<file path="src/rtl/softex_stream_sched_pkg.sv">
// Shared types for the SoftEx stream scheduler: FSM state encoding and the
// job descriptor captured when a job is started.
package softex_pkg;

  localparam int unsigned CFG_ADDR_W = 32;
  localparam int unsigned CFG_LEN_W  = 16;

  typedef enum logic [2:0] {
    IDLE,
    ACC,
    SAVE,
    LOAD,
    NORM,
    FINISH
  } sched_state_e;

  typedef struct packed {
    logic [CFG_ADDR_W-1:0] in_addr;
    logic [CFG_ADDR_W-1:0] out_addr;
    logic [CFG_ADDR_W-1:0] slot_addr;
    logic [CFG_ADDR_W-1:0] row_stride;
    logic [CFG_LEN_W-1:0]  row_words;
    logic [CFG_LEN_W-1:0]  n_rows;
  } job_cfg_t;

  // A job with no rows or no words per row completes without touching memory.
  function automatic logic job_is_empty(input job_cfg_t cfg);
    return (cfg.n_rows == '0) || (cfg.row_words == '0);
  endfunction

endpackage

</file>
<file path="src/rtl/softex_stream_sched_row_addr_gen.sv">
// Per-row input/output base address accumulators; bases advance by the row
// stride with a plain adder and wrap modulo 2^ADDR_WIDTH.
module softex_row_addr_gen #(
  parameter int unsigned ADDR_WIDTH = 32
) (
  input  logic                  clk_i,
  input  logic                  rst_ni,
  input  logic                  clear_i,
  input  logic                  load_i,
  input  logic                  step_i,
  input  logic [ADDR_WIDTH-1:0] in_addr_i,
  input  logic [ADDR_WIDTH-1:0] out_addr_i,
  input  logic [ADDR_WIDTH-1:0] stride_i,
  output logic [ADDR_WIDTH-1:0] in_base_o,
  output logic [ADDR_WIDTH-1:0] out_base_o,
  output logic [ADDR_WIDTH-1:0] in_next_o
);

  logic [ADDR_WIDTH-1:0] r_stride;
  logic [ADDR_WIDTH-1:0] r_in_base;
  logic [ADDR_WIDTH-1:0] r_out_base;

  always_ff @(posedge clk_i or negedge rst_ni) begin
    if (!rst_ni) begin
      r_stride   <= '0;
      r_in_base  <= '0;
      r_out_base <= '0;
    end else if (clear_i) begin
      r_stride   <= '0;
      r_in_base  <= '0;
      r_out_base <= '0;
    end else if (load_i) begin
      r_stride   <= stride_i;
      r_in_base  <= in_addr_i;
      r_out_base <= out_addr_i;
    end else if (step_i) begin
      r_in_base  <= in_next_o;
      r_out_base <= r_out_base + r_stride;
    end
  end

  assign in_base_o  = r_in_base;
  assign out_base_o = r_out_base;
  assign in_next_o  = r_in_base + r_stride;

endmodule

</file>
<file path="src/rtl/softex_stream_sched.sv">
// Row scheduler for SoftEx: per row it streams the input (accumulate), spills and
// reloads the accumulator slot, then streams input and output together (normalise).
module softex_stream_sched
  import softex_pkg::*;
#(
  parameter int unsigned ADDR_WIDTH = 32,
  parameter int unsigned LEN_WIDTH  = 16,
  parameter int unsigned SLOT_WORDS = 1
) (
  input  logic                  clk_i,
  input  logic                  rst_ni,
  input  logic                  clear_i,
  input  logic                  start_i,
  input  logic [ADDR_WIDTH-1:0] in_addr_i,
  input  logic [ADDR_WIDTH-1:0] out_addr_i,
  input  logic [ADDR_WIDTH-1:0] slot_addr_i,
  input  logic [ADDR_WIDTH-1:0] row_stride_i,
  input  logic [LEN_WIDTH-1:0]  row_words_i,
  input  logic [LEN_WIDTH-1:0]  n_rows_i,
  input  logic                  in_done_i,
  input  logic                  out_done_i,
  input  logic                  slot_in_done_i,
  input  logic                  slot_out_done_i,
  output logic                  in_start_o,
  output logic                  out_start_o,
  output logic                  slot_in_start_o,
  output logic                  slot_out_start_o,
  output logic [ADDR_WIDTH-1:0] in_base_o,
  output logic [ADDR_WIDTH-1:0] out_base_o,
  output logic [ADDR_WIDTH-1:0] slot_base_o,
  output logic [LEN_WIDTH-1:0]  in_len_o,
  output logic [LEN_WIDTH-1:0]  out_len_o,
  output logic [LEN_WIDTH-1:0]  slot_len_o,
  output logic                  busy_o,
  output logic                  done_o,
  output logic [LEN_WIDTH-1:0]  row_o,
  output logic                  pass_o
);

  sched_state_e          r_state;
  logic [ADDR_WIDTH-1:0] r_slot_addr;
  logic [LEN_WIDTH-1:0]  r_row_words;
  logic [LEN_WIDTH-1:0]  r_n_rows;
  logic                  r_in_seen;
  logic                  r_out_seen;

  job_cfg_t              w_job;
  logic                  w_pulse;
  logic                  w_start_job;
  logic                  w_norm_both;
  logic                  w_last_row;
  logic                  w_step;
  logic [ADDR_WIDTH-1:0] w_in_cur;
  logic [ADDR_WIDTH-1:0] w_out_cur;
  logic [ADDR_WIDTH-1:0] w_in_next;

  always_comb begin
    w_job.in_addr    = CFG_ADDR_W'(in_addr_i);
    w_job.out_addr   = CFG_ADDR_W'(out_addr_i);
    w_job.slot_addr  = CFG_ADDR_W'(slot_addr_i);
    w_job.row_stride = CFG_ADDR_W'(row_stride_i);
    w_job.row_words  = CFG_LEN_W'(row_words_i);
    w_job.n_rows     = CFG_LEN_W'(n_rows_i);
  end

  // Done pulses coinciding with an outgoing request are stale; dropping them
  // also guarantees request pulses are never back to back.
  assign w_pulse     = in_start_o | out_start_o | slot_in_start_o | slot_out_start_o;
  assign w_start_job = (r_state == IDLE) && start_i;
  assign w_norm_both = (r_in_seen || in_done_i) && (r_out_seen || out_done_i);
  assign w_last_row  = (row_o == r_n_rows - LEN_WIDTH'(1));
  assign w_step      = (r_state == NORM) && !w_pulse && w_norm_both && !w_last_row;

  softex_row_addr_gen #(
    .ADDR_WIDTH (ADDR_WIDTH)
  ) u_row_addr_gen (
    .clk_i      (clk_i),
    .rst_ni     (rst_ni),
    .clear_i    (clear_i),
    .load_i     (w_start_job),
    .step_i     (w_step),
    .in_addr_i  (ADDR_WIDTH'(w_job.in_addr)),
    .out_addr_i (ADDR_WIDTH'(w_job.out_addr)),
    .stride_i   (ADDR_WIDTH'(w_job.row_stride)),
    .in_base_o  (w_in_cur),
    .out_base_o (w_out_cur),
    .in_next_o  (w_in_next)
  );

  always_ff @(posedge clk_i or negedge rst_ni) begin
    if (!rst_ni) begin
      r_state          <= IDLE;
      r_slot_addr      <= '0;
      r_row_words      <= '0;
      r_n_rows         <= '0;
      r_in_seen        <= 1'b0;
      r_out_seen       <= 1'b0;
      in_start_o       <= 1'b0;
      out_start_o      <= 1'b0;
      slot_in_start_o  <= 1'b0;
      slot_out_start_o <= 1'b0;
      in_base_o        <= '0;
      out_base_o       <= '0;
      slot_base_o      <= '0;
      in_len_o         <= '0;
      out_len_o        <= '0;
      slot_len_o       <= '0;
      busy_o           <= 1'b0;
      done_o           <= 1'b0;
      row_o            <= '0;
      pass_o           <= 1'b0;
    end else if (clear_i) begin
      r_state          <= IDLE;
      r_slot_addr      <= '0;
      r_row_words      <= '0;
      r_n_rows         <= '0;
      r_in_seen        <= 1'b0;
      r_out_seen       <= 1'b0;
      in_start_o       <= 1'b0;
      out_start_o      <= 1'b0;
      slot_in_start_o  <= 1'b0;
      slot_out_start_o <= 1'b0;
      in_base_o        <= '0;
      out_base_o       <= '0;
      slot_base_o      <= '0;
      in_len_o         <= '0;
      out_len_o        <= '0;
      slot_len_o       <= '0;
      busy_o           <= 1'b0;
      done_o           <= 1'b0;
      row_o            <= '0;
      pass_o           <= 1'b0;
    end else begin
      in_start_o       <= 1'b0;
      out_start_o      <= 1'b0;
      slot_in_start_o  <= 1'b0;
      slot_out_start_o <= 1'b0;
      done_o           <= 1'b0;
      case (r_state)
        IDLE: begin
          if (start_i) begin
            r_slot_addr <= ADDR_WIDTH'(w_job.slot_addr);
            r_row_words <= LEN_WIDTH'(w_job.row_words);
            r_n_rows    <= LEN_WIDTH'(w_job.n_rows);
            r_in_seen   <= 1'b0;
            r_out_seen  <= 1'b0;
            row_o       <= '0;
            pass_o      <= 1'b0;
            busy_o      <= 1'b1;
            if (job_is_empty(w_job)) begin
              r_state <= FINISH;
            end else begin
              r_state    <= ACC;
              in_start_o <= 1'b1;
              in_base_o  <= ADDR_WIDTH'(w_job.in_addr);
              in_len_o   <= LEN_WIDTH'(w_job.row_words);
            end
          end
        end
        ACC: begin
          if (in_done_i && !w_pulse) begin
            r_state          <= SAVE;
            slot_out_start_o <= 1'b1;
            slot_base_o      <= r_slot_addr;
            slot_len_o       <= LEN_WIDTH'(SLOT_WORDS);
          end
        end
        SAVE: begin
          if (slot_out_done_i && !w_pulse) begin
            r_state         <= LOAD;
            slot_in_start_o <= 1'b1;
            pass_o          <= 1'b1;
          end
        end
        LOAD: begin
          if (slot_in_done_i && !w_pulse) begin
            r_state     <= NORM;
            in_start_o  <= 1'b1;
            out_start_o <= 1'b1;
            in_base_o   <= w_in_cur;
            out_base_o  <= w_out_cur;
            in_len_o    <= r_row_words;
            out_len_o   <= r_row_words;
            r_in_seen   <= 1'b0;
            r_out_seen  <= 1'b0;
          end
        end
        NORM: begin
          if (!w_pulse) begin
            if (w_norm_both) begin
              r_in_seen  <= 1'b0;
              r_out_seen <= 1'b0;
              pass_o     <= 1'b0;
              if (w_last_row) begin
                r_state <= FINISH;
              end else begin
                r_state    <= ACC;
                row_o      <= row_o + LEN_WIDTH'(1);
                in_start_o <= 1'b1;
                in_base_o  <= w_in_next;
                in_len_o   <= r_row_words;
              end
            end else begin
              r_in_seen  <= r_in_seen | in_done_i;
              r_out_seen <= r_out_seen | out_done_i;
            end
          end
        end
        FINISH: begin
          r_state <= IDLE;
          busy_o  <= 1'b0;
          done_o  <= 1'b1;
        end
        default: begin
          r_state <= IDLE;
          busy_o  <= 1'b0;
        end
      endcase
    end
  end

endmodule

</file>
<file path="config.mk">
export PLATFORM = sky130hd
export DESIGN_NAME = softex_stream_sched
export DESIGN_NICKNAME = d
export VERILOG_FILES = /design/src/rtl/softex_stream_sched_pkg.sv /design/src/rtl/softex_stream_sched_row_addr_gen.sv /design/src/rtl/softex_stream_sched.sv
export SDC_FILE = /design/constraint.sdc
export NUM_CORES = 1
export LEC_CHECK = 0
export CAP_MARGIN = 10
export CELL_PAD_IN_SITES_DETAIL_PLACEMENT = 1
export CELL_PAD_IN_SITES_GLOBAL_PLACEMENT = 2
export CORE_ASPECT_RATIO = 1.5
export CORE_MARGIN = 2
export CORE_UTILIZATION = 28
export DETAILED_ROUTE_END_ITERATION = 10
export GPL_TIMING_DRIVEN = 0
export PLACE_DENSITY = 0.72
export SLEW_MARGIN = 10
export SYNTH_ARGS = -nofsm -noshare
export SYNTH_HDL_FRONTEND = slang
export SYNTH_SLANG_ARGS = --single-unit
</file>
<file path="constraint.sdc">
create_clock -name clk_i -period 3.45 [get_ports clk_i]
set_input_delay 0.69 -clock clk_i [delete_from_list [all_inputs] [get_ports clk_i]]
set_output_delay 0.69 -clock clk_i [all_outputs]
set_load 0.03 [all_outputs]
</file>
==> results of run 1 <==
state kept, by name, indices dropped and copies added (netlist names), 3 cells and up:
signal and count:
in_base_o 32, out_base_o 32, u_row_addr_gen.out_base_o 32, r_slot_addr 32, out_len_o 16, r_state 3
u_row_addr_gen.in_base_o 32, slot_base_o 32, r_n_rows 16, in_len_o 16, u_row_addr_gen.r_stride 32, row_o 16
r_row_words 16
worst reg2reg max path: stages (launching register included):
cell,delay [ns]
sky130_fd_sc_hd__dfrtp_2,0.40
sky130_fd_sc_hd__or4_4,0.55
sky130_fd_sc_hd__xor2_2,0.16
sky130_fd_sc_hd__or4b_1,0.56
sky130_fd_sc_hd__a221oi_2,0.28
sky130_fd_sc_hd__nand4_1,0.13
sky130_fd_sc_hd__buf_6,0.16
sky130_fd_sc_hd__o31ai_4,0.30
sky130_fd_sc_hd__o21ai_4,0.13
sky130_fd_sc_hd__nor3_4,0.26
sky130_fd_sc_hd__buf_6,0.22
sky130_fd_sc_hd__clkbuf_16,0.19
sky130_fd_sc_hd__o2bb2ai_1,0.12
layer usage:
| layer | up-vias | track usage, % |
|---|---|---|
| li1 | 8037 | - |
| met1 | 8773 | 27.29 |
| met2 | 448 | 43.30 |
| met3 | 157 | 5.617 |
| met4 | 14 | 10.45 |
| met5 | - | 0 |
cells by family (layout without fill, tap and decap cells):
kind of cell	Yosys count	in the layout	synth area share, %
AND/OR/NAND/NOR	769	769	18.44
AO/OA/AOI/OAI	613	613	22.00
flip-flops	317	317	44.77
buffers and inverters	174	599	4.201
XOR/XNOR	73	73	3.608
adder cells (fa/ha/maj)	66	66	4.745
multiplexers	39	39	2.210
other	1	17	0.02116
placed cells by master, fill, tap and decap left out, types with 8 or more instances in the layout:
cell type / count
sky130_fd_sc_hd__a31oi_1: 9
sky130_fd_sc_hd__a211oi_1: 32
sky130_fd_sc_hd__nand4_1: 16
sky130_fd_sc_hd__a21oi_2: 12
sky130_fd_sc_hd__o211ai_1: 19
sky130_fd_sc_hd__clkbuf_1: 109
sky130_fd_sc_hd__inv_1: 24
sky130_fd_sc_hd__buf_6: 17
sky130_fd_sc_hd__a211oi_2: 26
sky130_fd_sc_hd__clkbuf_16: 50
sky130_fd_sc_hd__buf_4: 32
sky130_fd_sc_hd__xnor2_1: 45
sky130_fd_sc_hd__and2_1: 9
sky130_fd_sc_hd__a21oi_1: 283
sky130_fd_sc_hd__o21ai_0: 39
sky130_fd_sc_hd__nand2b_1: 12
sky130_fd_sc_hd__clkdlybuf4s50_1: 317
sky130_fd_sc_hd__buf_12: 13
sky130_fd_sc_hd__conb_1: 15
sky130_fd_sc_hd__a22o_1: 9
sky130_fd_sc_hd__buf_8: 8
sky130_fd_sc_hd__nand2_1: 461
sky130_fd_sc_hd__xor2_1: 26
sky130_fd_sc_hd__ha_1: 63
sky130_fd_sc_hd__mux2i_1: 36
sky130_fd_sc_hd__and3_1: 13
sky130_fd_sc_hd__nor2_1: 126
sky130_fd_sc_hd__a21o_1: 42
sky130_fd_sc_hd__clkbuf_8: 11
sky130_fd_sc_hd__dfrtp_1: 311
sky130_fd_sc_hd__nor3_1: 22
sky130_fd_sc_hd__o2bb2ai_2: 41
sky130_fd_sc_hd__o21a_1: 9
sky130_fd_sc_hd__nor4_1: 13
sky130_fd_sc_hd__nand3_1: 28
sky130_fd_sc_hd__a311oi_2: 8
timing repair:
action	4_1_cts	5_1_grt
setup buffers	15	17
cloned	1	12
pin swaps	11	60
gates resized for setup	89	185
hold endpoints to repair	0	0
endpoints found under the setup margin	129	140
metrics by stage:
step,instances,power (mW),setup slack (ns),util (%)
global route,3297,16.77,-0.1704,39.73
global placement,3189,10.88,-13.37,34.91
CTS,3268,15.51,-0.05960,37.79
floorplan,2066,8.539,0.09660,-
finish,3298,15.90,-0.08996,39.73
detailed placement,3192,11.01,-1.153,35.05
power by group:
part / switching (mW) / leakage, nW / internal [mW]
sequential: 0.714 / 4.31 / 4.36
clock: 1.70 / 0.614 / 2.44
combinational: 4.20 / 5.66 / 2.49
area by class of cell:
cell class              instances  share of cell area (%)
multi-input cells            1575                   39.70
flip-flops and latches        317                   31.76
repair buffers                366                   15.69
clock buffers                  55                   4.585
well taps                     805                   4.029
plain buffers                 144                   3.433
inverters                      26                  0.3904
clock inverters                 8                  0.3854
diodes                          2                 0.02002
worst paths after layout:
path                       slack, ns             end           from  cells after the start
setup / recovery               -0.09     in_len_o[1]   r_n_rows[10]                     12
setup reg to reg               -0.09     in_len_o[1]   r_n_rows[10]                     12
hold / removal                  0.04     in_len_o[3]         rst_ni                      1
min in group clk_i              0.49   in_base_o[25]  in_base_o[25]                      1
max in group asynchronous       2.02  out_base_o[25]         rst_ni                      3
hold reg to reg                 0.49   in_base_o[25]  in_base_o[25]                      1
==> metrics.log, run 1 <==
INFO  metric period_minus_slack = 3.540 ns
INFO  metric dr_wl_met3 = ~4700 um
INFO  metric vdd_drop_max = a little over 0.0004 V
INFO  metric placement_rows = 113
INFO  metric floorplan.die.width = 209.4 um
INFO  metric initial_core_util = about 28%
INFO  metric register_area = between 7000 and 8000 sq um
INFO  metric post_drt_via_cell_ratio = approximately 5.3
INFO  metric timing.fmax = 282.5 MHz
INFO  metric grt_start_max_net_pins = between 100 and 150
INFO  metric finalWeightedCongestion = 0.9129
INFO  metric dp_hpwl = 61350 um
INFO  metric post-route-drc-count = 0
INFO  metric placed_cell_area = 22050 sq um
INFO  metric slowest_delay = 0.56 ns
INFO  metric die_area = 65350 sq um
INFO  metric finalCritPeriodShare = 102.6%
INFO  metric crit_path_top_delay_cell = sky130_fd_sc_hd__or4b_1
INFO  metric die_height = 312.1 um
INFO  metric path_clk_slew = 0.06 ns
INFO  metric layout-area-overhead-vs-synth = 41.08%
INFO  metric power.leakage = 10.59 nW
INFO  metric timing.critical_path.cells = or4_4 -> xor2_2 -> or4b_1 -> a221oi_2 -> nand4_1 -> buf_6 -> o31ai_4 -> o21ai_4 -> nor3_4 -> buf_6 -> clkbuf_16 -> o2bb2ai_1
INFO  metric critical_path_required = 3.93 ns
INFO  metric met2WireLength = 41790 um
INFO  metric max-clock-path-buffers = 3
INFO  metric routed_wirelength = 82240 um
INFO  metric reported_max_cap_violation_count = 0
INFO  metric synth_warnings = 0
INFO  metric postCtsHoldBufs = 0
INFO  metric critical_path.top_delay_family = simple AND/OR/NAND/NOR gates
INFO  metric finalHoldViolations = 0
INFO  metric relSlewSlack = 26.55%
INFO  metric final-max-slew-violation-count = 0
INFO  metric postSynthCellCount = 2052
INFO  metric synth.yosys.seq_area_share = 44.77%
INFO  metric critical_path_buf_inv_count = 3
INFO  metric synth.top_cell.area_share = between 40% and 50%
INFO  metric synthesis.area = 17720 sq um
INFO  metric holdCritPathClass = input pin to asynchronous set/reset pin
INFO  metric core_area = about 63000 sq um
INFO  metric power_per_cell_area = between 600 and 700 nW/um^2
INFO  metric grt.total_usage = around a quarter
INFO  metric run_status = complete, but fails checks
INFO  metric io-pin-count = roughly 340
INFO  metric route.antenna.remaining_nets = 0
INFO  metric io_buffer_count = 318
INFO  metric synth_edf_count = 0
INFO  metric final_cell_area = ~25000 sq um
INFO  metric worstSetupStartpointType = flip-flop
INFO  metric final_critical_path_setup_slack = -0.08996 ns
INFO  metric grt_first_pass_wirelength = 118900 um
INFO  metric wl_met1 = 31750 um
INFO  metric fin_setup_tns = -2.072 ns
INFO  metric fillCellCount = 7293
INFO  metric critical_path_peak_fanout = 5
INFO  metric synth_cell_types = 73
INFO  metric rsz0062_at_grt = true
INFO  metric tritoncts = yes
INFO  metric cts-buffers-inserted = 37
INFO  metric cts_root_buf = sky130_fd_sc_hd__clkbuf_16
INFO  metric layout-drive-gt1-share = 12.44%
INFO  metric worst_path_most_repeated_cell = sky130_fd_sc_hd__buf_6
INFO  metric failed_checks = setup timing
INFO  metric synth-async-reset-ratio = 100.0%
INFO  metric clock_insertion_delay_worst_skew = between 0.5 and 0.6 ns
INFO  metric synth.area.top_cells = sky130_fd_sc_hd__dfrtp_1 (45%), sky130_fd_sc_hd__nand2_1 (10%), sky130_fd_sc_hd__a21oi_1 (8.4%)
INFO  metric post-synth-top-area-cell = sky130_fd_sc_hd__dfrtp_1
INFO  metric initialDrtViolationCount = 839
INFO  metric finalNetCount = 2701
INFO  metric most_used_flip_flop_cell_after_synthesis = sky130_fd_sc_hd__dfrtp_1
INFO  metric clock-sinks = 317
INFO  metric detailroute.via_count = 17429
INFO  metric element_type_at_the_critical_path_end = flip-flop
INFO  metric topRoutingLayerUsed = met5
INFO  metric grt_antenna_before_repair = 8
INFO  metric synth.most_common_cell = sky130_fd_sc_hd__nand2_1
INFO  metric ys_seq_elements = about 320
INFO  metric worst_pin_slew = 1.102 ns
INFO  metric firstDrtPassIters = 5
INFO  metric syn-mean-instance-area = 8.635 sq um
INFO  metric criticalPathCategory = flip-flop to flip-flop
INFO  metric multi_input_comb_area = 9926 sq um
INFO  metric wl_per_cell = between 20 and 25 um
INFO  metric synth_commonest_cells = sky130_fd_sc_hd__nand2_1 (472), sky130_fd_sc_hd__dfrtp_1 (317), sky130_fd_sc_hd__a21oi_1 (296)
INFO  metric h-tree-depth = 2
INFO  metric worst_clock_skew = 0.02700 ns
INFO  metric worst_hold_slack = 0.03772 ns
INFO  metric global_route.overflow_total = 0
INFO  metric setup_viol = 65
INFO  metric worst_ep_arrival_time = about 4.0 ns
INFO  metric number_of_global_route_vias_before_repair = around 19000
Power figures use the tool's default switching activity.
==> inputs of run 2 (changes only) <==
SLEW_MARGIN = not set   (was 10)
==> results of run 2 <==
Same layout as run 1: the final DEF is identical, and so are final timing and power.
==> inputs of run 3 (changes only) <==
clock period = 3.06 ns   (was 3.45 ns; I/O delays follow)
==> run 3 against run 2 <==
The run still ends with setup timing left. Cell area up 3.1%. Critical path depth up 1. Via count up 0.72%. Clock skew down 0.0064 ns. Routed wire length about the same. Global-route usage up 0.72 points. Register-to-register slack worse by 0.44 ns. Sequential power up 13%. Flip-flop and latch count unchanged. Count of clock-buffer cells in the layout down 2. Critical path type unchanged. Largest cell class unchanged.
==> metrics.log, run 3 (synthesized netlist as in run 1, its figures left out) <==
INFO  metric clock_insertion_delay_worst_skew = 0.57 ns (about the same)
INFO  metric critical_path.top_delay_family = simple AND/OR/NAND/NOR gates
INFO  metric regToRegSetupSlack = -0.53 ns (-0.44 ns)
INFO  metric cts_root_buf = sky130_fd_sc_hd__clkbuf_16
INFO  metric core_area = 62920 sq um (unchanged)
INFO  metric final-max-slew-violation-count = 0 (unchanged)
INFO  metric worst_clock_skew = 0.02062 ns (-0.006382 ns)
INFO  metric slowest_delay = 0.57 ns (about the same)
INFO  metric post-route-drc-count = 0 (unchanged)
INFO  metric final_critical_path_setup_slack = -0.5275 ns (-0.4375 ns)
INFO  metric layout-area-overhead-vs-synth = 45.42%
INFO  metric vdd_drop_max = 0.0004532 V (+11%)
INFO  metric grt.total_usage = 24.88% (+0.72 points)
INFO  metric global_route.overflow_total = 0 (unchanged)
INFO  metric tritoncts = yes
INFO  metric final_common_cell = sky130_fd_sc_hd__nand2_1
INFO  metric element_type_at_the_critical_path_end = flip-flop
INFO  metric finalNetCount = 2729 (+1.0%)
INFO  metric setup_viol = 130 (+100%)
INFO  metric timing.critical_path.cells = or4_4 -> xor2_2 -> or4b_4 -> a221oi_2 -> nand4_1 -> buf_4 -> o31ai_4 -> buf_6 -> o21ai_4 -> nor3_4 -> buf_6 -> clkbuf_16 -> o2bb2ai_2
INFO  metric relSlewSlack = 23.35% (-3.2 points)
INFO  metric grt_antenna_before_repair = 10 (+2)
INFO  metric io_buffer_count = 318 (unchanged)
INFO  metric h-tree-depth = 2 (unchanged)
INFO  metric detailroute.via_count = 17554 (+0.72%)
INFO  metric final_cells = 3332 (+1.0%)
INFO  metric finalCritPeriodShare = 117.2% (+15 points)
INFO  metric cts-buffers-inserted = 37 (unchanged)
INFO  metric timing.fmax = 278.7 MHz (-1.3%)
INFO  metric reported_max_cap_violation_count = 0 (unchanged)
INFO  metric finalHoldViolations = 0 (unchanged)
INFO  metric finalWeightedCongestion = 0.8892 (-2.6%)
INFO  metric period_minus_slack = 3.587 ns (+0.04749 ns)
INFO  metric placedCellCount = 3192 (unchanged)
INFO  metric mostFrequentLayoutCells = sky130_fd_sc_hd__nand2_1 (454), sky130_fd_sc_hd__clkdlybuf4s50_1 (317), sky130_fd_sc_hd__dfrtp_1 (314), sky130_fd_sc_hd__a21oi_1 (274), sky130_fd_sc_hd__nor2_1 (126)
INFO  metric final_cell_area = 25770 sq um (+3.1%)
INFO  metric worstSetupStartpointType = flip-flop
INFO  metric crit_path_top_delay_cell = sky130_fd_sc_hd__or4_4
INFO  metric critical_path_buf_inv_count = 4 (+1)
INFO  metric worst_pin_slew = 1.150 ns (+0.04800 ns)
INFO  metric initialDrtViolationCount = 779 (-7.2%)
INFO  metric io-pin-count = 335 (unchanged)
INFO  metric route.antenna.remaining_nets = 0 (unchanged)
INFO  metric placement_rows = 113 (unchanged)
INFO  metric die_area = 65350 sq um (unchanged)
INFO  metric floorplan.die.width = 209.4 um (unchanged)
INFO  metric critical_path_required = 3.54 ns (-0.39 ns)
INFO  metric critical_path_peak_fanout = 5 (unchanged)
INFO  metric power.leakage = 10.91 nW (+3.1%)
INFO  metric firstDrtPassIters = 5 (unchanged)
INFO  metric failed_checks = setup timing
INFO  metric clock-sinks = 317 (unchanged)
INFO  metric path_clk_slew = 0.06 ns (about the same)
INFO  metric grt_first_pass_wirelength = 122600 um (+3.1%)
INFO  metric layout-drive-gt1-share = 15.38% (+2.9 points)
INFO  metric die_height = 312.1 um (unchanged)
INFO  metric dp_hpwl = 61600 um (+0.41%)
INFO  metric holdCritPathClass = flip-flop to flip-flop
INFO  metric number_of_global_route_vias_before_repair = 19055 (+2.5%)
INFO  metric run_status = complete, but fails checks
INFO  metric routed_wirelength = 82200 um (about the same)
INFO  metric worst_path_most_repeated_cell = sky130_fd_sc_hd__buf_6
INFO  metric criticalPathCategory = flip-flop to flip-flop
INFO  metric fillCellCount = 7206 (-1.2%)
INFO  metric worst_ep_arrival_time = 4.07 ns (+0.05 ns)
INFO  metric placed_cell_area = 22120 sq um (+0.33%)
INFO  metric initial_core_util = 28.16% (unchanged)
INFO  metric power_per_cell_area = 716.4 nW/um^2 (+13%)
INFO  metric post_drt_via_cell_ratio = 5.268 (-0.31%)
INFO  metric grt_start_max_net_pins = 111 (+9.9%)
INFO  metric max-clock-path-buffers = 3 (unchanged)
INFO  metric rsz0062_at_grt = true
INFO  metric wl_per_cell = 24.67 um (-1.1%)
-- run 3: per-layer routing --
metal	track usage [%]	part of all wire (%)
met4	10.44	4.5
met5	0	0.091
met1	28.06	38
met2	45.30	51
met3	5.115	5.5
-- run 3: through the flow --
stage / setup WS, ns / setup TNS [ns] / util [%] / hold slack, ns / total power [mW]
global placement: -13.60 / -4443.83 / 35.02 / 0.4749 / 12.27
finish: -0.5275 / -51.87 / 40.96 / 0.5003 / 18.46
detailed placement: -1.433 / -167.05 / 35.16 / 0.4725 / 12.44
CTS: -0.5516 / -58.64 / 39.59 / 0.4931 / 17.97
floorplan: -0.1790 / -11.84 / - / 0.3164 / 9.652
global route: -0.6090 / -67.65 / 40.96 / 0.5147 / 19.48
-- run 3: what timing repair did --
| action | in CTS | in global routing |
|---|---|---|
| gates cloned | 11 | 6 |
| endpoints found under the hold margin | 29 | 0 |
| gates resized for setup | 203 | 168 |
| setup endpoints to repair | 197 | 215 |
| hold buffers | 1 | 0 |
| buffers inserted | 44 | 26 |
| pin swaps | 75 | 62 |
-- run 3: final cells by class --
type                    instances  area, sq um  area share [%]
well taps                     805         1007           3.909
multi-input cells            1575        10250           39.79
inverters                      26        105.1          0.4079
repair buffers                398         4313           16.74
clock inverters                14        190.2          0.7380
diodes                          4        10.01         0.03884
clock buffers                  53         1089           4.224
flip-flops and latches        317         7936           30.80
plain buffers                 140        865.8           3.360
-- run 3: where the power goes --
part | switching [mW] | internal [mW]
Combinational | 4.88 | 3.05
Clock | 1.98 | 2.83
Sequential | 0.818 | 4.91
Total | 7.68 | 10.8
-- run 3: worst paths after layout --
check                              start       endpoint  depth (start not counted)
min in group asynchronous         rst_ni    in_len_o[1]                          2
min reg2reg                in_base_o[13]  in_base_o[13]                          1
max                         r_n_rows[10]    in_len_o[1]                         13
min                        in_base_o[13]  in_base_o[13]                          1
max in group asynchronous         rst_ni    r_n_rows[7]                          4
max reg2reg                 r_n_rows[10]    in_len_o[1]                         13
-- run 3: worst register-to-register path: cells and delay by family (launching register included) --
| family | cells | cell delay, ns |
|---|---|---|
| AND/OR/NAND/NOR | 4 | 1.53 |
| buffers and inverters | 4 | 0.75 |
| AO/OA/AOI/OAI | 4 | 0.66 |
| flip-flops | 1 | 0.41 |
| XOR/XNOR | 1 | 0.16 |
